==> config.mk <==
export PLATFORM = sky130hd
export DESIGN_NAME = instr_stream_encoder
export DESIGN_NICKNAME = d
export VERILOG_FILES = /design/src/rtl/instr_enc_pkg.sv /design/src/rtl/instr_enc_fifo.sv /design/src/rtl/instr_stream_encoder.sv
export SDC_FILE = /design/constraint.sdc
export NUM_CORES = 1
export LEC_CHECK = 0
export ABC_AREA = 1
export ABC_CLOCK_PERIOD_IN_PS = 2100
export BUFFER_PORTS_ARGS = -buffer_cell sky130_fd_sc_hd__clkbuf_2
export CAP_MARGIN = 20
export CORE_ASPECT_RATIO = 0.6
export CORE_MARGIN = 5
export CORE_UTILIZATION = 35
export DETAILED_ROUTE_END_ITERATION = 6
export GPL_TIMING_DRIVEN = 0
export PLACE_DENSITY = 0.56
export RECOVER_POWER = 25
export SLEW_MARGIN = 20
export SYNTH_ARGS = -nofsm -noshare
export SYNTH_HDL_FRONTEND = slang
export SYNTH_SLANG_ARGS = --single-unit
export TNS_END_PERCENT = 100
==> constraint.sdc <==
create_clock -name clk -period 2.1 [get_ports clk]
set_input_delay 0.21 -clock clk [delete_from_list [all_inputs] [get_ports clk]]
set_output_delay 0.21 -clock clk [all_outputs]
set_load 0.01 [all_outputs]
==> src/rtl/instr_enc_pkg.sv <==
// ============================================================================
// Module   : instr_enc_pkg
// Purpose  : Shared types, RV32I field constants and the word encoder for
//            instr_stream_encoder. Macro INSTR_ENC_STD_SLT_EN selects the
//            ratified SLT funct3 (010) instead of the core's 101.
// Revision : 1.0 - initial release
// ============================================================================
`default_nettype none

package instr_enc_pkg;

    typedef enum logic [2:0] {
        ADDI = 3'd0,
        BNE  = 3'd1,
        ADD  = 3'd2,
        SUB  = 3'd3,
        AND  = 3'd4,
        OR   = 3'd5,
        SLT  = 3'd6,
        RSVD = 3'd7
    } op_kind_t;

    typedef enum logic [1:0] {
        ST_IDLE = 2'd0,
        ST_RUN  = 2'd1,
        ST_DONE = 2'd2
    } enc_state_t;

    localparam logic [6:0] OPC_OP_IMM = 7'b0010011;
    localparam logic [6:0] OPC_OP     = 7'b0110011;
    localparam logic [6:0] OPC_BRANCH = 7'b1100011;

    localparam logic [2:0] F3_ADD = 3'b000;
    localparam logic [2:0] F3_AND = 3'b111;
    localparam logic [2:0] F3_OR  = 3'b110;
    localparam logic [2:0] F3_BNE = 3'b001;
`ifdef INSTR_ENC_STD_SLT_EN
    localparam logic [2:0] F3_SLT = 3'b010;
`else
    localparam logic [2:0] F3_SLT = 3'b101;
`endif

    localparam logic [6:0] F7_BASE = 7'b0000000;
    localparam logic [6:0] F7_SUB  = 7'b0100000;

    function automatic logic [31:0] encode_instr(
        input op_kind_t    kind,
        input logic [4:0]  rd,
        input logic [4:0]  rs1,
        input logic [4:0]  rs2,
        input logic [12:0] imm
    );
        logic [31:0] word;
        word = '0;
        case (kind)
            ADDI: word = {imm[11:0], rs1, F3_ADD, rd, OPC_OP_IMM};
            BNE:  word = {imm[12], imm[10:5], rs2, rs1, F3_BNE,
                          imm[4:1], imm[11], OPC_BRANCH};
            ADD:  word = {F7_BASE, rs2, rs1, F3_ADD, rd, OPC_OP};
            SUB:  word = {F7_SUB,  rs2, rs1, F3_ADD, rd, OPC_OP};
            AND:  word = {F7_BASE, rs2, rs1, F3_AND, rd, OPC_OP};
            OR:   word = {F7_BASE, rs2, rs1, F3_OR,  rd, OPC_OP};
            SLT:  word = {F7_BASE, rs2, rs1, F3_SLT, rd, OPC_OP};
            default: word = '0;
        endcase
        return word;
    endfunction

endpackage

`default_nettype wire

==> src/rtl/instr_enc_fifo.sv <==
// ============================================================================
// Module   : instr_enc_fifo
// Purpose  : Show-ahead synchronous FIFO for encoded instruction words.
// Revision : 1.0 - initial release
// ============================================================================
`default_nettype none

module instr_enc_fifo #(
    parameter int DATA_WIDTH = 32,
    parameter int DEPTH      = 4
) (
    input  logic                  clk,
    input  logic                  rst_n,
    input  logic                  push,
    input  logic [DATA_WIDTH-1:0] wdata,
    input  logic                  pop,
    output logic [DATA_WIDTH-1:0] rdata,
    output logic                  full,
    output logic                  empty
);

    localparam int c_ptr_w = $clog2(DEPTH);

    logic [DATA_WIDTH-1:0] r_mem [DEPTH];
    logic [c_ptr_w-1:0]    r_wr_ptr;
    logic [c_ptr_w-1:0]    r_rd_ptr;
    logic [c_ptr_w:0]      r_level;
    logic                  w_push;
    logic                  w_pop;

    assign w_push = push & ~full;
    assign w_pop  = pop & ~empty;
    assign full   = (r_level == (c_ptr_w+1)'(DEPTH));
    assign empty  = (r_level == '0);
    assign rdata  = r_mem[r_rd_ptr];

    // Storage is cleared too so the head reads as zero straight out of reset.
    always_ff @(posedge clk or negedge rst_n) begin
        if (!rst_n) begin
            for (int i = 0; i < DEPTH; i++) begin
                r_mem[i] <= '0;
            end
            r_wr_ptr <= '0;
            r_rd_ptr <= '0;
            r_level  <= '0;
        end else begin
            if (w_push) begin
                r_mem[r_wr_ptr] <= wdata;
                r_wr_ptr        <= r_wr_ptr + c_ptr_w'(1);
            end
            if (w_pop) begin
                r_rd_ptr <= r_rd_ptr + c_ptr_w'(1);
            end
            case ({w_push, w_pop})
                2'b10:   r_level <= r_level + (c_ptr_w+1)'(1);
                2'b01:   r_level <= r_level - (c_ptr_w+1)'(1);
                default: r_level <= r_level;
            endcase
        end
    end

endmodule

`default_nettype wire

==> src/rtl/instr_stream_encoder.sv <==
// ============================================================================
// Module   : instr_stream_encoder
// Purpose  : Encodes operation requests into RV32I words and streams them into
//            instruction memory from a base address. Honours macro
//            INSTR_ENC_STD_SLT_EN (SLT funct3 selection, see instr_enc_pkg).
// Revision : 1.0 - initial release
// ============================================================================
`default_nettype none

module instr_stream_encoder
    import instr_enc_pkg::*;
#(
    parameter int ADDR_WIDTH = 32,
    parameter int FIFO_DEPTH = 4
) (
    input  logic                  clk,
    input  logic                  rst_n,
    input  logic                  start,
    input  logic [ADDR_WIDTH-1:0] base_addr,
    input  logic                  req_valid,
    output logic                  req_ready,
    input  op_kind_t              req_kind,
    input  logic [4:0]            req_rd,
    input  logic [4:0]            req_rs1,
    input  logic [4:0]            req_rs2,
    input  logic [12:0]           req_imm,
    input  logic                  req_last,
    output logic                  mem_we,
    input  logic                  mem_ready,
    output logic [ADDR_WIDTH-1:0] mem_addr,
    output logic [31:0]           mem_wdata,
    output logic                  busy,
    output logic                  done,
    output logic                  err,
    output logic [ADDR_WIDTH-1:0] count
);

    enc_state_t            r_state;
    enc_state_t            w_state_next;
    logic [ADDR_WIDTH-1:0] r_addr;
    logic [ADDR_WIDTH-1:0] r_count;
    logic                  r_err;
    logic                  r_last_seen;
    logic                  w_start_ok;
    logic                  w_accept;
    logic                  w_reject;
    logic                  w_write;
    logic                  w_fifo_full;
    logic                  w_fifo_empty;
    logic [31:0]           w_word;

    assign w_start_ok = start & (r_state != ST_RUN);
    assign w_accept   = req_valid & req_ready;
    assign w_reject   = (req_kind == RSVD) | ((req_kind == BNE) & req_imm[0]);
    assign w_word     = encode_instr(req_kind, req_rd, req_rs1, req_rs2, req_imm);
    assign w_write    = mem_we & mem_ready;

    assign busy      = (r_state == ST_RUN);
    assign done      = (r_state == ST_DONE);
    assign req_ready = busy & ~w_fifo_full & ~r_last_seen;
    assign mem_we    = busy & ~w_fifo_empty;
    assign mem_addr  = r_addr;
    assign err       = r_err;
    assign count     = r_count;

    instr_enc_fifo #(
        .DATA_WIDTH (32),
        .DEPTH      (FIFO_DEPTH)
    ) u_fifo (
        .clk   (clk),
        .rst_n (rst_n),
        .push  (w_accept & ~w_reject),
        .wdata (w_word),
        .pop   (w_write),
        .rdata (mem_wdata),
        .full  (w_fifo_full),
        .empty (w_fifo_empty)
    );

    always_ff @(posedge clk or negedge rst_n) begin
        if (!rst_n) begin
            r_state <= ST_IDLE;
        end else begin
            r_state <= w_state_next;
        end
    end

    // An empty FIFO in RUN also means no write is outstanding.
    always_comb begin
        w_state_next = r_state;
        case (r_state)
            ST_IDLE: if (start) w_state_next = ST_RUN;
            ST_RUN:  if (r_last_seen && w_fifo_empty) w_state_next = ST_DONE;
            ST_DONE: if (start) w_state_next = ST_RUN;
            default: w_state_next = ST_IDLE;
        endcase
    end

    always_ff @(posedge clk or negedge rst_n) begin
        if (!rst_n) begin
            r_addr      <= '0;
            r_count     <= '0;
            r_err       <= 1'b0;
            r_last_seen <= 1'b0;
        end else if (w_start_ok) begin
            r_addr      <= base_addr;
            r_count     <= '0;
            r_err       <= 1'b0;
            r_last_seen <= 1'b0;
        end else begin
            if (w_write) begin
                r_addr  <= r_addr + ADDR_WIDTH'(4);
                r_count <= r_count + ADDR_WIDTH'(1);
            end
            if (w_accept) begin
                if (w_reject) r_err <= 1'b1;
                if (req_last) r_last_seen <= 1'b1;
            end
        end
    end

endmodule

`default_nettype wire

==> flow_summary.yaml <==
placed_design:
  dp_hpwl_um: 28800
  gp_congestion: 0.928
  placement.io_buffers: 167
  dp.cells: 2100
  placed_area_sq_mm: 0.0120
sta:
  worst_pin_slew_ns: 1.47
  fin_tns_setup_ns: 0
  relSlewSlack: 0.0208
  setup_violations: 0
  timing.hold.ws_ns: 0.0475
  clock_skew_ns: 0.0134
  hold_viol: 0
  timing.final.crit_share: 0.990
  period_minus_slack_ns: 2.08
  fmax_ghz: 0.481
  slew_viol_final: 0
  rsz0062_at_grt: "true"
clock_network:
  htree_levels: 4
  insertion_delay_ns: 0.46
  clkTransAtPathRegs_ns: 0.08
  cts_tree: "done"
  cts_buffer_depth: 2
  root_buffer: "clkbuf_16"
  cts_inserted_buffers: 17
  clock-sinks: 191
floorplan:
  rows: 49
  die_y_um: 145
  start_util: 0.354
  core_sq_mm: 0.0299
  ioPinCount: 170
  dieArea_sq_mm: 0.0340
  die_x_um: 235
power_and_ir_drop:
  power_switching_w: 0.00842
  ir_drop_mv: 0.608
  leakage_nw: 6.69
  p_int_w: 0.00966
  p_per_area_mw_per_mm2: 1400
  clkPwrFrac: 0.178
  combPwrFrac: 0.488
  swShare: 0.466
  seqPwrFrac: 0.334
routing:
  drtPass1Iterations: 6
  dr.first_iter.drc_count: 1195
  vias: 10934
  finalWirelength_um: 39200
  wl_per_cell_um: 18.3
  ant_nets: 0
  vias_per_cell: 5.10
  remaining_drc_errors: 0
global_route:
  grt_use_total: 0.231
  overflow: 0
  grt_pass1_wl_um: 59800
  first_global_vias: 10029
  grt_max_degree: 70
  antenna_found_initial: 0
yosys:
  netlist_area_sq_mm: 0.0106
  postSynthAreaPerCell_sq_um: 6.96
  yosysUniqueCellTypes: 34
  ys_seq_area_frac: 0.451
  yosys_warnings: 0
  ys_ff_latch: 191
  synth_cells: 1522
critical_path:
  max_stage_delay_ns: 0.42
  cp-start-kind: "register"
  crit_path_frequent_cell: "buf_4"
  critPathKind: "reg2out"
  crit_path_max_fanout: 10
  critPathBufInv: 4
  path_cells: "buf_4 > clkbuf_8 > a21oi_2 > a21oi_4 > buf_4 > clkbuf_2"
  endpoint_kind: "primary output"
  required_ns: 1.89
  slowest_stage: "dfrtp_2"
  crit_arrival_ns: 1.87
  cpLargestDelayFamily: "buffers and inverters"
finish:
  seqCellArea_sq_mm: 0.00478
  layout.cells.non_filler: 2144
  area_growth_pct: 22.1
  diodes: 0
  final_cell_mix: "517 x nand2_1, 218 x nor2_1, 189 x dfrtp_1"
  final_util: 0.432
  design_area_sq_mm: 0.0129
  fillers: 3222
  nNetsFinal: 1803
  final_layout_size_suffix_gt1_frac: 0.173
  final_common_cell: "nand2_1"
  multi_input_area_sq_mm: 0.00509
status:
  status: "finished, final reports clean"
worst_hold_path:
  hold_class: "in2reg"
flow_run:
  drv_cap: 0
-- flip-flops by register name, summed over array words and instances (netlist names) --
| name | cells |
|---|---|
| count | 32 |
| err | 1 |
| mem_addr | 32 |
| r_last_seen | 1 |
| r_state | 2 |
| u_fifo.r_level | 3 |
| u_fifo.r_mem | 116 |
| u_fifo.r_rd_ptr | 2 |
| u_fifo.r_wr_ptr | 2 |
-- power groups by stage --
stage | Clock (W) | Combinational [W] | Sequential [W]
3_5_place_dp | 0 | 0.00813 | 0.00604
2_1_floorplan | 0 | 0.00483 | 0.00590
5_1_grt | 0.00344 | 0.00971 | 0.00620
3_3_place_gp | 0 | 0.00802 | 0.00601
4_1_cts | 0.00329 | 0.00845 | 0.00599
6_report | 0.00322 | 0.00882 | 0.00604
-- worst register-to-register path, cell delays in order, from the launching register on --
cell and delay, ns:
dfrtp_1 0.44, nor3_4 0.24, nor3_4 0.06, nand2_2 0.11, nor2_4 0.07, buf_6 0.14, inv_4 0.05, ha_4 0.12
inv_4 0.03, fa_2 0.35, a21oi_2 0.12, o21ai_1 0.08, xor2_1 0.14
-- cells in the mapped netlist --
| master | instances | area (sq um) |
|---|---|---|
| o21a_1 | 1 | 7.51 |
| o211ai_1 | 1 | 7.51 |
| buf_4 | 4 | 30.0 |
| a22oi_1 | 1 | 7.51 |
| o21ai_0 | 101 | 505 |
| nand2_1 | 519 | 1950 |
| nand4_1 | 17 | 106 |
| nand3_1 | 173 | 866 |
| a21oi_1 | 21 | 105 |
| o21bai_1 | 4 | 30.0 |
| clkbuf_1 | 43 | 161 |
| dfrtp_1 | 191 | 4780 |
| inv_1 | 114 | 428 |
| nor2_2 | 2 | 12.5 |
| buf_6 | 9 | 101 |
| conb_1 | 1 | 3.75 |
| ha_1 | 7 | 87.6 |
| nand2_2 | 2 | 12.5 |
| a31oi_1 | 2 | 12.5 |
| buf_1 | 4 | 15.0 |
| xor2_1 | 8 | 70.1 |
| nand3b_1 | 1 | 7.51 |
| o22ai_1 | 28 | 175 |
| nor3_1 | 13 | 65.1 |
| nor3_2 | 1 | 10.0 |
| nor2_1 | 220 | 826 |
| and3_1 | 1 | 6.26 |
| fa_1 | 1 | 20.0 |
| clkinv_1 | 2 | 7.51 |
| or2_2 | 1 | 6.26 |
| buf_2 | 22 | 110 |
| xnor2_1 | 4 | 35.0 |
| a22o_1 | 2 | 17.5 |
| o21ai_2 | 1 | 8.76 |
-- per-layer routing --
metal  share of wire  vias to the layer above  global-route usage
li1                -                     5257                   -
met1            0.50                     5207               0.374
met2            0.40                      444               0.307
met3           0.094                       26              0.0566
met4          0.0092                        0              0.0473
met5               0                        -                   0
-- per-stage QoR --
| step | setup slack (ns) | power, W |
|---|---|---|
| 2_1_floorplan | -0.0172 | 0.0107 |
| 3_3_place_gp | -3.30 | 0.0140 |
| 3_5_place_dp | -0.629 | 0.0142 |
| 4_1_cts | -0.0428 | 0.0177 |
| 5_1_grt | -0.0792 | 0.0194 |
| 6_report | 0.0220 | 0.0181 |
-- final cells by class --
| class | count | share of cell area |
|---|---|---|
| inverter | 116 | 0.0345 |
| sequential | 191 | 0.370 |
| clock inverter | 8 | 0.00648 |
| clock buffer | 21 | 0.0356 |
| buffer | 80 | 0.0404 |
| multi-input combinational | 1134 | 0.394 |
| tap | 408 | 0.0395 |
| timing repair buffer | 186 | 0.0800 |
-- logic make-up (layout without fill, tap and decap cells) --
family                     Yosys count  after routing  share of synthesized area
xor gates and xnor gates            12             12                    0.00992
buffers and inverters              198            411                     0.0806
other                                1              2                   0.000354
DFF                                191            191                      0.451
adders and majority gates            8              8                     0.0102
AOI/OAI and AO/OA                  162            162                     0.0828
and+or+nand+nor                    950            950                      0.365
-- worst paths after layout --
check                                   start                end  slack, ns  depth (start not counted)
min reg2reg                  u_fifo.r_mem[65]   u_fifo.r_mem[65]       0.47                          2
min                                     start         r_state[0]       0.05                          3
max                        u_fifo.r_rd_ptr[0]       mem_wdata[1]       0.02                          6
max in group asynchronous               rst_n   u_fifo.r_mem[58]       0.37                          3
min in group asynchronous               rst_n  u_fifo.r_mem[110]       0.64                          2
max reg2reg                 u_fifo.r_level[1]  u_fifo.r_level[2]       0.05                         12
-- what timing repair did --
item                       CTS  global route
setup endpoints to repair   37           121
gates cloned                 0             0
hold endpoints to repair    61             0
hold buffers                 6             0
pin swaps                    8            10
gates resized for setup     56            60
buffers inserted             6             5
No activity file was read; power rests on OpenSTA's default activity.
